**src/rtl/pwm_fade_ctrl.sv**
```systemverilog
// Duty-cycle fade scheduler for NCH PWM channels sharing one period counter.
// Optional continuous up/down fading is built when PWM_FADE_LOOP_EN is defined.
module pwm_fade_ctrl #(
    parameter int NCH    = 4,
    parameter int PERIOD = 100,
    parameter int DW     = 8,
    parameter int STEP   = 5
) (
    input  logic                   clk,
    input  logic                   rst_n,
    input  logic                   cyc_end,
    input  logic                   req_valid,
    output logic                   req_ready,
    input  logic [$clog2(NCH)-1:0] req_ch,
    input  logic [DW-1:0]          req_target,
    input  logic                   req_loop,
    output logic [NCH*DW-1:0]      duty_flat,
    output logic [NCH-1:0]         busy,
    output logic [NCH-1:0]         done,
    output logic                   overrun
);

    localparam int CW = $clog2(NCH);
    localparam logic [CW-1:0] LAST_CH  = CW'(NCH - 1);
    localparam logic [DW:0]   STEP_W   = (DW + 1)'(STEP);
    localparam logic [DW:0]   PERIOD_W = (DW + 1)'(PERIOD);
    localparam logic [DW-1:0] PERIOD_D = DW'(PERIOD);

    typedef enum logic {
        IDLE,
        SCAN
    } state_t;

    state_t          state_q, state_d;
    logic [CW-1:0]   ch_q, ch_d;
    logic            pend_q, pend_d;
    logic            overrun_q, overrun_d;
    logic [DW-1:0]   duty_q   [NCH];
    logic [DW-1:0]   duty_d   [NCH];
    logic [DW-1:0]   target_q [NCH];
    logic [DW-1:0]   target_d [NCH];
    logic [NCH-1:0]  busy_q, busy_d;
    logic [NCH-1:0]  done_q, done_d;
`ifdef PWM_FADE_LOOP_EN
    logic [NCH-1:0]  loop_q, loop_d;
`endif

    logic [DW-1:0]   req_clamped;
    logic [DW:0]     cur_w, tgt_w, diff_w, nxt_w;

    assign req_clamped = ({1'b0, req_target} > PERIOD_W) ? PERIOD_D : req_target;

    // Shared step engine: operates on the channel currently visited by the scan.
    always_comb begin
        cur_w  = {1'b0, duty_q[ch_q]};
        tgt_w  = {1'b0, target_q[ch_q]};
        diff_w = '0;
        nxt_w  = cur_w;
        if (tgt_w >= cur_w) begin
            diff_w = tgt_w - cur_w;
            nxt_w  = (diff_w <= STEP_W) ? tgt_w : cur_w + STEP_W;
        end else begin
            diff_w = cur_w - tgt_w;
            nxt_w  = (diff_w <= STEP_W) ? tgt_w : cur_w - STEP_W;
        end
    end

    always_comb begin
        state_d   = state_q;
        ch_d      = ch_q;
        pend_d    = pend_q;
        overrun_d = overrun_q;
        duty_d    = duty_q;
        target_d  = target_q;
        busy_d    = busy_q;
        done_d    = '0;
`ifdef PWM_FADE_LOOP_EN
        loop_d    = loop_q;
`endif
        case (state_q)
            IDLE: begin
                if (req_valid) begin
                    target_d[req_ch] = req_clamped;
                    busy_d[req_ch]   = (req_clamped != duty_q[req_ch]);
                    done_d[req_ch]   = (req_clamped == duty_q[req_ch]);
`ifdef PWM_FADE_LOOP_EN
                    loop_d[req_ch]   = req_loop;
`endif
                end
                if (cyc_end) begin
                    state_d = SCAN;
                    ch_d    = '0;
                end
            end
            SCAN: begin
                if (cyc_end) begin
                    pend_d    = 1'b1;
                    overrun_d = 1'b1;
                end
                if (busy_q[ch_q]) begin
                    duty_d[ch_q] = nxt_w[DW-1:0];
                    if (nxt_w == tgt_w) begin
                        done_d[ch_q] = 1'b1;
`ifdef PWM_FADE_LOOP_EN
                        // Looping channels bounce between the end stops and stay busy.
                        if (loop_q[ch_q] && tgt_w == PERIOD_W) begin
                            target_d[ch_q] = '0;
                        end else if (loop_q[ch_q] && tgt_w == '0) begin
                            target_d[ch_q] = PERIOD_D;
                        end else begin
                            busy_d[ch_q] = 1'b0;
                        end
`else
                        busy_d[ch_q] = 1'b0;
`endif
                    end
                end
                if (ch_q == LAST_CH) begin
                    if (pend_q || cyc_end) begin
                        ch_d   = '0;
                        pend_d = 1'b0;
                    end else begin
                        state_d = IDLE;
                    end
                end else begin
                    ch_d = ch_q + 1'b1;
                end
            end
            default: state_d = IDLE;
        endcase
    end

    always_ff @(posedge clk or negedge rst_n) begin
        if (!rst_n) begin
            state_q   <= IDLE;
            ch_q      <= '0;
            pend_q    <= 1'b0;
            overrun_q <= 1'b0;
            busy_q    <= '0;
            done_q    <= '0;
`ifdef PWM_FADE_LOOP_EN
            loop_q    <= '0;
`endif
            for (int unsigned k = 0; k < NCH; k++) begin
                duty_q[k]   <= '0;
                target_q[k] <= '0;
            end
        end else begin
            state_q   <= state_d;
            ch_q      <= ch_d;
            pend_q    <= pend_d;
            overrun_q <= overrun_d;
            busy_q    <= busy_d;
            done_q    <= done_d;
`ifdef PWM_FADE_LOOP_EN
            loop_q    <= loop_d;
`endif
            for (int unsigned k = 0; k < NCH; k++) begin
                duty_q[k]   <= duty_d[k];
                target_q[k] <= target_d[k];
            end
        end
    end

    always_comb begin
        duty_flat = '0;
        for (int unsigned k = 0; k < NCH; k++) begin
            duty_flat[k*DW +: DW] = duty_q[k];
        end
    end

    assign req_ready = (state_q == IDLE);
    assign busy      = busy_q;
    assign done      = done_q;
    assign overrun   = overrun_q;

`ifndef PWM_FADE_LOOP_EN
    logic unused_loop;
    assign unused_loop = req_loop;
`endif

endmodule

```
**config.mk**
```make
export PLATFORM = sky130hd
export DESIGN_NAME = pwm_fade_ctrl
export DESIGN_NICKNAME = d
export VERILOG_FILES = /design/src/rtl/pwm_fade_ctrl.sv
export SDC_FILE = /design/constraint.sdc
export NUM_CORES = 1
export LEC_CHECK = 0
export CORE_MARGIN = 8
export CORE_UTILIZATION = 60
export CTS_BUF_LIST = sky130_fd_sc_hd__clkbuf_8
export DETAILED_ROUTE_END_ITERATION = 16
export PLACE_DENSITY_LB_ADDON = 0.3
export SYNTH_ARGS = -nofsm -noshare
export SYNTH_HDL_FRONTEND = slang
export SYNTH_SLANG_ARGS = --single-unit
```
**constraint.sdc**
```tcl
create_clock -name clk -period 7.5 [get_ports clk]
set_clock_uncertainty 0.2 [all_clocks]
set_input_delay 1.125 -clock clk [delete_from_list [all_inputs] [get_ports clk]]
set_output_delay 1.125 -clock clk [all_outputs]
set_load 0.02 [all_outputs]
```
# == Word-level counts from Yosys, hierarchy flattened ==
# Index checks and enable logic that the tools add are counted.
# W data, S select, Z words.
# totals
ff_bits,77
input_bits,15
output_inout_bits,42
elab_cells,101
# op_classes
n_addsub,5
magnitude_cmp,12
n_eq_ne,9
n_mux,45
bitwise,6
n_reduce_logical,10
# op_table
cell,n
$mux W8,9
$bwmux W32,2
$bmux W8 S2,3
$demux W8 S2,2
$mux W9,3
$mux W4,6
$le A9 B3 Y1 const B,2
$sub A8 B8 Y9,2
$pmux W4 S2,2
$add A8 B3 Y9 const B,1
$eq A9 B8 Y1,1
$mux W1,9
$sub A8 B3 Y9 const B,1
$and A4 B4 Y4,2
$eq A8 B8 Y1,1
$ge A8 B8 Y1,1
$gt A8 B7 Y1 const B,1
$ne A8 B8 Y1,1
$reduce_and A2 Y1,4
$ge A3 B3 Y1 const B,2
$lt A2 B3 Y1 const B,2
$lt A3 B1 Y1 const B,2
$mux W2,3
$not A2 Y3,2
16 further kinds,23

# == Depth between registers and ports, before layout ==
# Gate-level depths: netlist of the first run.
# depth
depth_word,12
depth_mapped,17
depth_no_buf,14

# == Worst setup path before layout of the first run ==
# OpenSTA, ideal clock, no wires.
# synth_path
kind,register to register
startpoint,register ch_q[0]
endpoint,register busy_q[0] (netlist: busy[0])
setup_ns,0.126
arrival_ns,4.032
t_required_ns,7.174
slack_ns,3.142
path_stages_with_launch,15
path_buffers,2
synth_period_minus_slack_ns,4.358
path_cell_list,dfrtp_1 -> buf_6 -> buf_4 -> mux4_2 -> ha_1 -> fa_1 -> nand2b_1 -> a211o_1 -> a21oi_1 -> xnor2_1 -> a31o_2 -> or3_1 -> o2111ai_1 -> a41oi_2 -> o311a_1
# synth_via
elab_chain_len,11
word_cells_on_any_way,33
classes_between,add/sub: 4; order compare: 5; eq/ne: 3; mux: 16; bitwise: 3; reduce/logical: 2
# synth_rtl
element,line,source
start: declaration,35,"logic [CW-1:0] ch_q, ch_d;"
start signal: assignment,150,ch_q <= ch_d;
$not A2 Y3 (not written as such),"55, 56",
$bmux W8 S2 (on tied branches),"55, 56",
$mux W8 (on tied branches) (2 in a row),"55, 56",
$sub A8 B8 Y9 (on tied branches),"63, 60",
$le A9 B3 Y1 (on tied branches),"64, 61",
$mux W9 (on tied branches),"64, 61",
$mux W9,59,if (tgt_w >= cur_w) begin
$eq A9 B8 Y1,102,if (nxt_w == tgt_w) begin
$ne A2 B1 Y1 (no line),n/a,
$reduce_and A3 Y1 (no line),n/a,
end signal: assignment,153,busy_q <= busy_d;
end: declaration,42,"logic [NCH-1:0] busy_q, busy_d;"
# Several ways; a longest one is shown, not always the timed one. The select of a mux whose other input is x is not followed.
# A chain may end at the register's enable or synchronous reset.

# == Final worst setup path of the first run ==
# layout_path
startpoint,register ch_q[0]
endpoint,register done_q[1] (netlist: done[1])
# layout_via
elab_chain_len,12
word_cells_on_any_way,28
classes_between,add/sub: 4; order compare: 5; eq/ne: 1; mux: 16; bitwise: 1; reduce/logical: 1
# layout_rtl
element,line,source
$not A2 Y3 (not written as such),"55, 56",
$bmux W8 S2 (on tied branches),"55, 56",
$mux W8 (on tied branches) (2 in a row),"55, 56",
$sub A8 B8 Y9 (on tied branches),"63, 60",
$le A9 B3 Y1 (on tied branches),"64, 61",
$mux W9 (on tied branches),"64, 61",
$mux W9,59,
$eq A9 B8 Y1,102,
$mux W4,102,
$mux W4 (*),100,if (busy_q[ch_q]) begin
$pmux W4 S2 (*),80,case (state_q)
named net done_d[1],43,"logic [NCH-1:0] done_q, done_d;"
end signal: assignment,154,done_q <= done_d;
end: declaration,43,
# Mark *: on every way through the listed nets, which the timed path passes. The rest lies on a longest branch. The select of a mux whose other input is x is not followed.

==> results.json, run 1 <==
{
  "cts_resized": 0,
  "grt_pass1_vias": 4413,
  "cp_slowest_cell": "dfrtp_1",
  "synth-seq-area-share_pct": 36.5,
  "clk_latency_ps": 350,
  "gp_congestion": 0.924,
  "tightest_slew_ps": 960,
  "async_flop_share_pct": 100,
  "setup_viol": 0,
  "wirelength_um": 14200,
  "cts.sinks": 77,
  "crit_fanout": 12,
  "critPathLaunchType": "register",
  "synth_ff_type": "dfrtp_1",
  "drtIter0Drc": 451,
  "port_buffers": 55,
  "post_drt_via_cell_ratio": 6.42,
  "tns_ps": 0,
  "grt_max_degree": 78,
  "fin_crit_sh_pct": 70.1,
  "cts_tree": "built",
  "vias": 4304,
  "post_cts_buffers": 0,
  "cp_top_family": "compound AO/OA/AOI/OAI gates",
  "grt_antenna_before_repair": 1,
  "firstDrtPassIters": 5,
  "io_pins": 57,
  "rows": 34,
  "die_w_um": 110,
  "cts_buffer_depth": 2,
  "maxCapViolations": 0,
  "core_area_um2": 8640,
  "cpPeakStageDelay_ps": 780,
  "hold_class": "reg2reg",
  "drc": 0,
  "drtAntennaViolNets": 0,
  "arrival_ps": 5270,
  "status": "finished, final reports clean",
  "numCtsBuffers": 9,
  "worstPathRequired_ps": 7510,
  "cts.hold.buffers_added": 0,
  "layout_common_cells": "dfrtp_1, nand2_1, clkdlybuf4s50_1, o21ai_0, mux2_2",
  "path_cells": "buf_4, mux4_2, ha_1, fa_1, nand2b_1, nor4_1, a22oi_1, o311ai_1, a31oi_2, o21ai_0, o2111ai_1, a41oi_2, o31ai_1",
  "grt_setup_unrepaired": "false",
  "fp.dieH_um": 110,
  "htree_levels": 3,
  "slew_violations": 0,
  "grt.total_usage_pct": 24.1,
  "wl_per_cell_um": 21.1,
  "drive_gt1_share_pct": 15.3,
  "end_kind": "register",
  "layout_commonest_cell": "dfrtp_1",
  "clk_pin_slew_ps": 90,
  "dieArea_um2": 12100,
  "hpwl_um": 10600,
  "syn-num-nets": 559,
  "hold_viol_final": 0,
  "avgSynthCellArea_um2": 10.2,
  "synth_cells": 519,
  "crit_buf_inv": 1,
  "start_util_pct": 61.1,
  "post-route-min-period_ps": 5260,
  "syn_area_um2": 5280,
  "cts-root-buf": "clkbuf_8",
  "diodes": 0,
  "fillCellCount": 651,
  "fmax_ghz": 0.190,
  "yosys_warnings": 0,
  "final_nets": 597,
  "grt_pass1_wl_um": 22400,
  "synth-edff-count": 0,
  "path_class": "reg2reg",
  "synth_seq_cells": 77,
  "grt-ovfl-total": 0,
  "slew_headroom_pct": 36.0,
  "synth.distinct_cells": 63,
  "syn2layout_area_growth_pct": 14.0
}
## metrics by stage
step	std cells	hold WS (ps)	util [%]	setup slack (ps)	instance area, um^2
final	670	271	69.7	2240	6020
after global routing	670	281	69.7	1900	6020
after CTS	670	276	69.7	2280	6020
after detailed placement	654	252	67.3	2320	5810
after global placement	654	243	67.3	2350	5810
after floorplan	519	245	-	3140	5280
## registers in the layout, summed over array words and instances (netlist names)
name       flops
overrun        1
target_q      32
state_q        1
duty_flat     32
done           4
busy           4
ch_q           2
pend_q         1
## path summary, 6_finish.rpt
| kind | startpoint | slack, ps | to | depth (start not counted) |
|---|---|---|---|---|
| worst max register to register | ch_q[0] | 2240 | done[1] | 13 |
| worst min-delay path | overrun | 270 | overrun | 1 |
| min in group asynchronous | rst_n | 700 | duty_flat[14] | 1 |
| max in group asynchronous | rst_n | 5780 | duty_flat[17] | 1 |
| worst max-delay path | ch_q[0] | 2240 | done[1] | 13 |
| worst min register to register | overrun | 270 | overrun | 1 |
## worst register-to-register path, stage by stage (launching register included)
cell       delay [ps]
dfrtp_1           780
buf_4             370
mux4_2            630
ha_1              260
fa_1              400
nand2b_1          220
nor4_1            260
a22oi_1           110
o311ai_1          490
a31oi_2           330
o21ai_0           210
o2111ai_1         190
a41oi_2           510
o31ai_1           170
## synthesized netlist by cell type (all sizes together), types with 10 or more instances
| cell type | instances | share of area, % |
|---|---|---|
| xnor2 | 12 | 2.0 |
| mux4 | 25 | 11 |
| mux2 | 29 | 6.2 |
| a21oi | 19 | 2.1 |
| buf | 17 | 2.1 |
| nor2 | 27 | 1.9 |
| inv | 26 | 1.8 |
| nand3 | 10 | 1.0 |
| xor2 | 12 | 2.0 |
| nand2 | 62 | 4.4 |
| ha | 23 | 5.5 |
| clkbuf | 12 | 0.85 |
| o21ai | 37 | 3.5 |
| dfrtp | 77 | 37 |
## metal layers
layer  up-vias  track usage, %  share of wire (%)
met5         -               0              0.092
met4         2            11.2                3.3
met3        30            5.16                6.4
met2       160            39.9                 50
met1      2131            29.5                 40
li1       1981               -                  -
## area by class of cell
| class | count | area [um^2] | area share (%) |
|---|---|---|---|
| well taps | 108 | 135 | 2.24 |
| repair buffers | 56 | 556 | 9.23 |
| flip-flops and latches | 77 | 1930 | 32.0 |
| multi-input cells | 386 | 3090 | 51.4 |
| clock buffers | 9 | 124 | 2.06 |
| inverters | 27 | 103 | 1.70 |
| clock inverters | 7 | 81.3 | 1.35 |
## logic make-up (layout without fill, tap and decap cells)
family	Yosys count	in the layout	synth area share, %
multiplexers	58	58	17.6
buffers and inverters	56	99	4.88
XOR/XNOR	24	24	3.98
flip-flops	77	77	36.5
AND/OR/NAND/NOR	155	155	14.2
adder cells (fa/ha/maj)	25	25	6.21
AO/OA/AOI/OAI	124	124	16.6
Power of run 1 is not shown: default switching activity piles up to over one toggle a cycle in this logic, so the estimate is an artifact.
==> run 2: changes to the inputs <==
--- a/config.mk
+++ b/config.mk
@@ -6,7 +6,7 @@
 export NUM_CORES = 1
 export LEC_CHECK = 0
 export CORE_MARGIN = 8
-export CORE_UTILIZATION = 60
+export CORE_UTILIZATION = 53
 export CTS_BUF_LIST = sky130_fd_sc_hd__clkbuf_8
 export DETAILED_ROUTE_END_ITERATION = 16
 export PLACE_DENSITY_LB_ADDON = 0.3
==> constraint.sdc (replaced) <==
create_clock -name clk -period 4.3 [get_ports clk]
set_clock_uncertainty 0.2 [all_clocks]
set_input_delay 0.645 -clock clk [delete_from_list [all_inputs] [get_ports clk]]
set_output_delay 0.645 -clock clk [all_outputs]
set_load 0.02 [all_outputs]
==> run 2 against run 1 <==
Effect of this change: the run now ends with setup timing left; fmax is 20% higher; final area is 17% higher; global-route usage is 0.21 points lower; flip-flop and latch count stayed put; via count is 11% higher; worst setup slack worse by 2300 ps; count of clock-buffer cells in the layout is 2 higher; non-clock buffer count is 77 higher; worst hold slack worse by 43 ps; cell count is 15% higher; register-to-register slack worse by 2300 ps; wire length is 19% higher.
==> results.json, run 2 (synthesized netlist as in run 1, its figures left out) <==
{
  "worstPathRequired_ps": 4340,
  "clk_latency_ps": 360,
  "htree_levels": 3,
  "drtAntennaViolNets": 0,
  "crit_fanout": 8,
  "cts.hold.buffers_added": 0,
  "grt_setup_unrepaired": "true",
  "die_w_um": 116,
  "cts.sinks": 77,
  "cts_buffer_depth": 2,
  "numCtsBuffers": 9,
  "wirelength_um": 16900,
  "arrival_ps": 4420,
  "r2r-end": "busy[0]",
  "cp_top_family": "compound AO/OA/AOI/OAI gates",
  "violations": "setup timing",
  "grt.total_usage_pct": 23.9,
  "drtIter0Drc": 397,
  "path_cells": "buf_12, buf_4, mux4_2, inv_2, ha_2, fa_2, nand2b_4, a211o_1, a21oi_2, xnor2_2, a31o_2, or3_4, o2111ai_2, a41oi_2, buf_6, o311a_1",
  "clk_pin_slew_ps": 80,
  "grt-ovfl-total": 0,
  "port_buffers": 55,
  "cp.depth": 16,
  "status": "finished, violations left",
  "grt.busiest_layer": "met2",
  "drc": 0,
  "reg2reg_depth": 16,
  "met1_usage_pct": 28.2,
  "wl_per_cell_um": 21.9,
  "rrSetupSlack_ps": -80,
  "slew_violations": 0,
  "end_kind": "register",
  "cts_tree": "built",
  "fillCellCount": 704,
  "grt_pass1_wl_um": 24500,
  "cts-root-buf": "clkbuf_8",
  "firstDrtPassIters": 5,
  "hold_viol_final": 0,
  "endpoint": "busy[0]",
  "grt_antenna_before_repair": 0,
  "tightest_slew_ps": 949,
  "gr-usage-met3_pct": 4.27,
  "post-route-util_pct": 72.2,
  "post_drt_via_cell_ratio": 6.18,
  "fp.dieH_um": 116,
  "io_pins": 57,
  "fmax_ghz": 0.228,
  "core_area_um2": 9730,
  "grt_pass1_vias": 4693,
  "maxCapViolations": 0,
  "hpwl_um": 11800,
  "fin_crit_sh_pct": 102,
  "path_class": "reg2reg",
  "setup_slack_ps": -80.9,
  "rows": 36,
  "crit_buf_inv": 4,
  "post-route-min-period_ps": 4380,
  "r2r_start": "ch_q[0]",
  "setup_viol": 17,
  "layout_common_cells": "dfrtp_1, buf_4, nand2_1, clkdlybuf4s50_1, o21ai_0",
  "startpoint": "ch_q[0]",
  "syn2layout_area_growth_pct": 33.0,
  "cp_slowest_cell": "dfrtp_2",
  "layout_commonest_cell": "dfrtp_1",
  "hold_class": "in2async",
  "drive_gt1_share_pct": 33.0,
  "tns_ps": -745,
  "cpPeakStageDelay_ps": 470,
  "critPathLaunchType": "register",
  "slew_headroom_pct": 36.7,
  "diodes": 0,
  "final_nets": 674,
  "grtUsageMet2_pct": 42.1,
  "grt_max_degree": 78,
  "dieArea_um2": 13400,
  "vias": 4773,
  "worst_hold_slack_ps": 228,
  "gp_congestion": 0.936,
  "start_util_pct": 54.3
}
## run 2: metrics by stage
stage / cell area (um^2) / worst slack, ps / instances
after floorplan: 5280 / 1.83 / 519
after global placement: 6280 / -64.6 / 733
after detailed placement: 6280 / -198 / 733
after CTS: 6610 / 1.28 / 756
after global routing: 7020 / -152 / 772
final: 7020 / -80.9 / 772
## run 2: layout make-up
cell class                      instances  area (um^2)  share of cell area [%]
Clock inverter                          5         26.3                   0.374
Clock buffer                           11          151                    2.16
Timing Repair Buffer                  133         1220                    17.3
Tap cell                              133          166                    2.37
Multi-Input combinational cell        386         3420                    48.7
Inverter                               27          110                    1.57
Sequential cell                        77         1930                    27.5
## run 2: layer usage
layer | vias to the layer above | part of all wire, % | wire length [um]
met5 | - | 0 | 0
met1 | 2399 | 39 | 6600
met2 | 202 | 52 | 8740
li1 | 2130 | - | -
met4 | 0 | 3.6 | 601
met3 | 42 | 5.7 | 966
## run 2: worst register-to-register path, cell delays in order (launching register included)
cell and delay [ps]:
dfrtp_2 470, buf_12 160, buf_4 130, mux4_2 420
inv_2 80, ha_2 190, fa_2 360, nand2b_4 170
a211o_1 290, a21oi_2 190, xnor2_2 120, a31o_2 300
or3_4 380, o2111ai_2 110, a41oi_2 190, buf_6 190
o311a_1 330
## run 2: timing repair
action	CTS	global route
setup buffers	7	18
gates resized for setup	27	61
pin swaps	7	25
cloned	0	1
endpoints found under the setup margin	33	40
## run 2: worst min-delay path by stage
stage	from	cells after the start	slack (ps)	endpoint
after floorplan	rst_n	0	150	busy[0]
after CTS	rst_n	1	270	duty_flat[29]
after detailed placement	overrun	1	260	overrun
after global routing	overrun	1	280	overrun
after global placement	overrun	1	240	overrun
final	rst_n	1	230	duty_flat[13]
Power of run 2 is left out for the same reason.
==> run 3: changes to the inputs <==
--- a/config.mk
+++ b/config.mk
@@ -5,7 +5,8 @@
 export SDC_FILE = /design/constraint.sdc
 export NUM_CORES = 1
 export LEC_CHECK = 0
-export CORE_MARGIN = 8
+export ABC_CLOCK_PERIOD_IN_PS = 4300
+export CORE_MARGIN = 5
 export CORE_UTILIZATION = 53
 export CTS_BUF_LIST = sky130_fd_sc_hd__clkbuf_8
 export DETAILED_ROUTE_END_ITERATION = 16
==> run 3 against run 2 <==
Effect of this change: register-to-register slack better by 40 ps; worst hold slack gained 0.82 ps; the flow still finishes with violations (setup timing); first-iteration DRC count down 13%.
==> results.json, run 3 (synthesized netlist as in run 1, its figures left out) <==
{
  "status": "finished, violations left",
  "violations": "setup timing",
  "hpwl_um": 11800,
  "path_class": "reg2reg",
  "die_w_um": 110,
  "io_pins": 57,
  "fillCellCount": 709,
  "slew_headroom_pct": 34.3,
  "syn2layout_area_growth_pct": 32.8,
  "drtIter0Drc": 344,
  "cts-root-buf": "clkbuf_8",
  "hold_class": "in2async",
  "grt_pass1_wl_um": 25000,
  "cts_buffer_depth": 2,
  "cts.sinks": 77,
  "layout_common_cells": "dfrtp_1, buf_4, nand2_1, clkdlybuf4s50_1, o21ai_0",
  "fin_crit_sh_pct": 101,
  "diodes": 0,
  "clk_pin_slew_ps": 80,
  "numCtsBuffers": 9,
  "dp_slack_ps": -315,
  "slew_violations": 0,
  "fmax_ghz": 0.230,
  "wl_per_cell_um": 21.3,
  "final_area_um2": 7010,
  "firstDrtPassIters": 5,
  "start_util_pct": 54.3,
  "cts_tree": "built",
  "end_kind": "register",
  "cts.hold.buffers_added": 0,
  "setup_slack_ps": -44.4,
  "post_drt_via_cell_ratio": 6.12,
  "critPathLaunchType": "register",
  "arrival_ps": 4390,
  "grt-ovfl-total": 0,
  "clk_latency_ps": 360,
  "crit_fanout": 8,
  "final_nets": 672,
  "grt_antenna_before_repair": 0,
  "port_buffers": 55,
  "fp.dieH_um": 110,
  "tightest_slew_ps": 985,
  "worstPathRequired_ps": 4340,
  "drtAntennaViolNets": 0,
  "rows": 36,
  "grt_setup_unrepaired": "true",
  "drc": 0,
  "post-route-min-period_ps": 4340,
  "setup_viol": 8,
  "layout_commonest_cell": "dfrtp_1",
  "wirelength_um": 16400,
  "rrSetupSlack_ps": -40,
  "gp_congestion": 0.902,
  "maxCapViolations": 0,
  "grt_pass1_vias": 4733,
  "placed_cell_area_um2": 6290,
  "htree_levels": 3,
  "grt.total_usage_pct": 27.6,
  "drive_gt1_share_pct": 31.9,
  "dieArea_um2": 12100,
  "grt_max_degree": 78,
  "core_area_um2": 9730,
  "vias": 4709,
  "hold_viol_final": 0
}
## run 3: what timing repair did
item,CTS,global route
buffers inserted,3,13
endpoints found under the setup margin,40,40
resized for setup,20,58
pin swaps,5,20
gates cloned,1,0
## run 3: final timing paths
check | from | end | depth (start not counted)
hold reg to reg | overrun | overrun | 1
hold / removal | rst_n | pend_q | 1
max in group asynchronous | rst_n | ch_q[0] | 1
setup reg to reg | ch_q[0] | busy[2] | 15
min in group clk | overrun | overrun | 1
setup / recovery | ch_q[0] | busy[2] | 15
## run 3: stage by stage
stage	TNS (ps)	cells	hold WS [ps]	utilization [%]
2_1_floorplan	0	519	149	-
3_3_place_gp	-1790	737	244	64.7
3_5_place_dp	-6980	737	256	64.7
4_1_cts	0	757	263	68.5
5_1_grt	-2290	770	301	72.1
6_report	-155	770	229	72.1
## run 3: area by class of cell
cell class                 count  area, um^2  share of cell area [%]
clock buffer                  10         138                    1.96
clock inverter                 6         110                    1.57
inverter                      27         103                    1.46
multi-input combinational    386        3400                    48.5
sequential                    77        1930                    27.5
tap                          133         166                    2.37
timing repair buffer         131        1170                    16.7
## run 3: metal layers
| metal | share of wire (%) | up-vias | track usage, % | routed length, um |
|---|---|---|---|---|
| met5 | 0 | - | 0 | 0 |
| met1 | 40 | 2352 | 34.9 | 6630 |
| met4 | 3.1 | 0 | 11.2 | 505 |
| met2 | 51 | 182 | 47.0 | 8430 |
| li1 | - | 2136 | - | - |
| met3 | 5.2 | 39 | 4.46 | 846 |
## run 3: worst max-delay path, stage by stage (launching register included)
cell	delay, ps
dfrtp_2	420
buf_12	140
buf_8	100
mux4_2	580
buf_6	160
ha_4	220
nand3b_1	140
a21oi_2	90
or4_4	500
a2111oi_4	490
nand3_1	150
a211o_1	290
nand3_4	160
a41oi_4	70
buf_6	180
o311a_1	340
Power of run 3 is left out for the same reason.
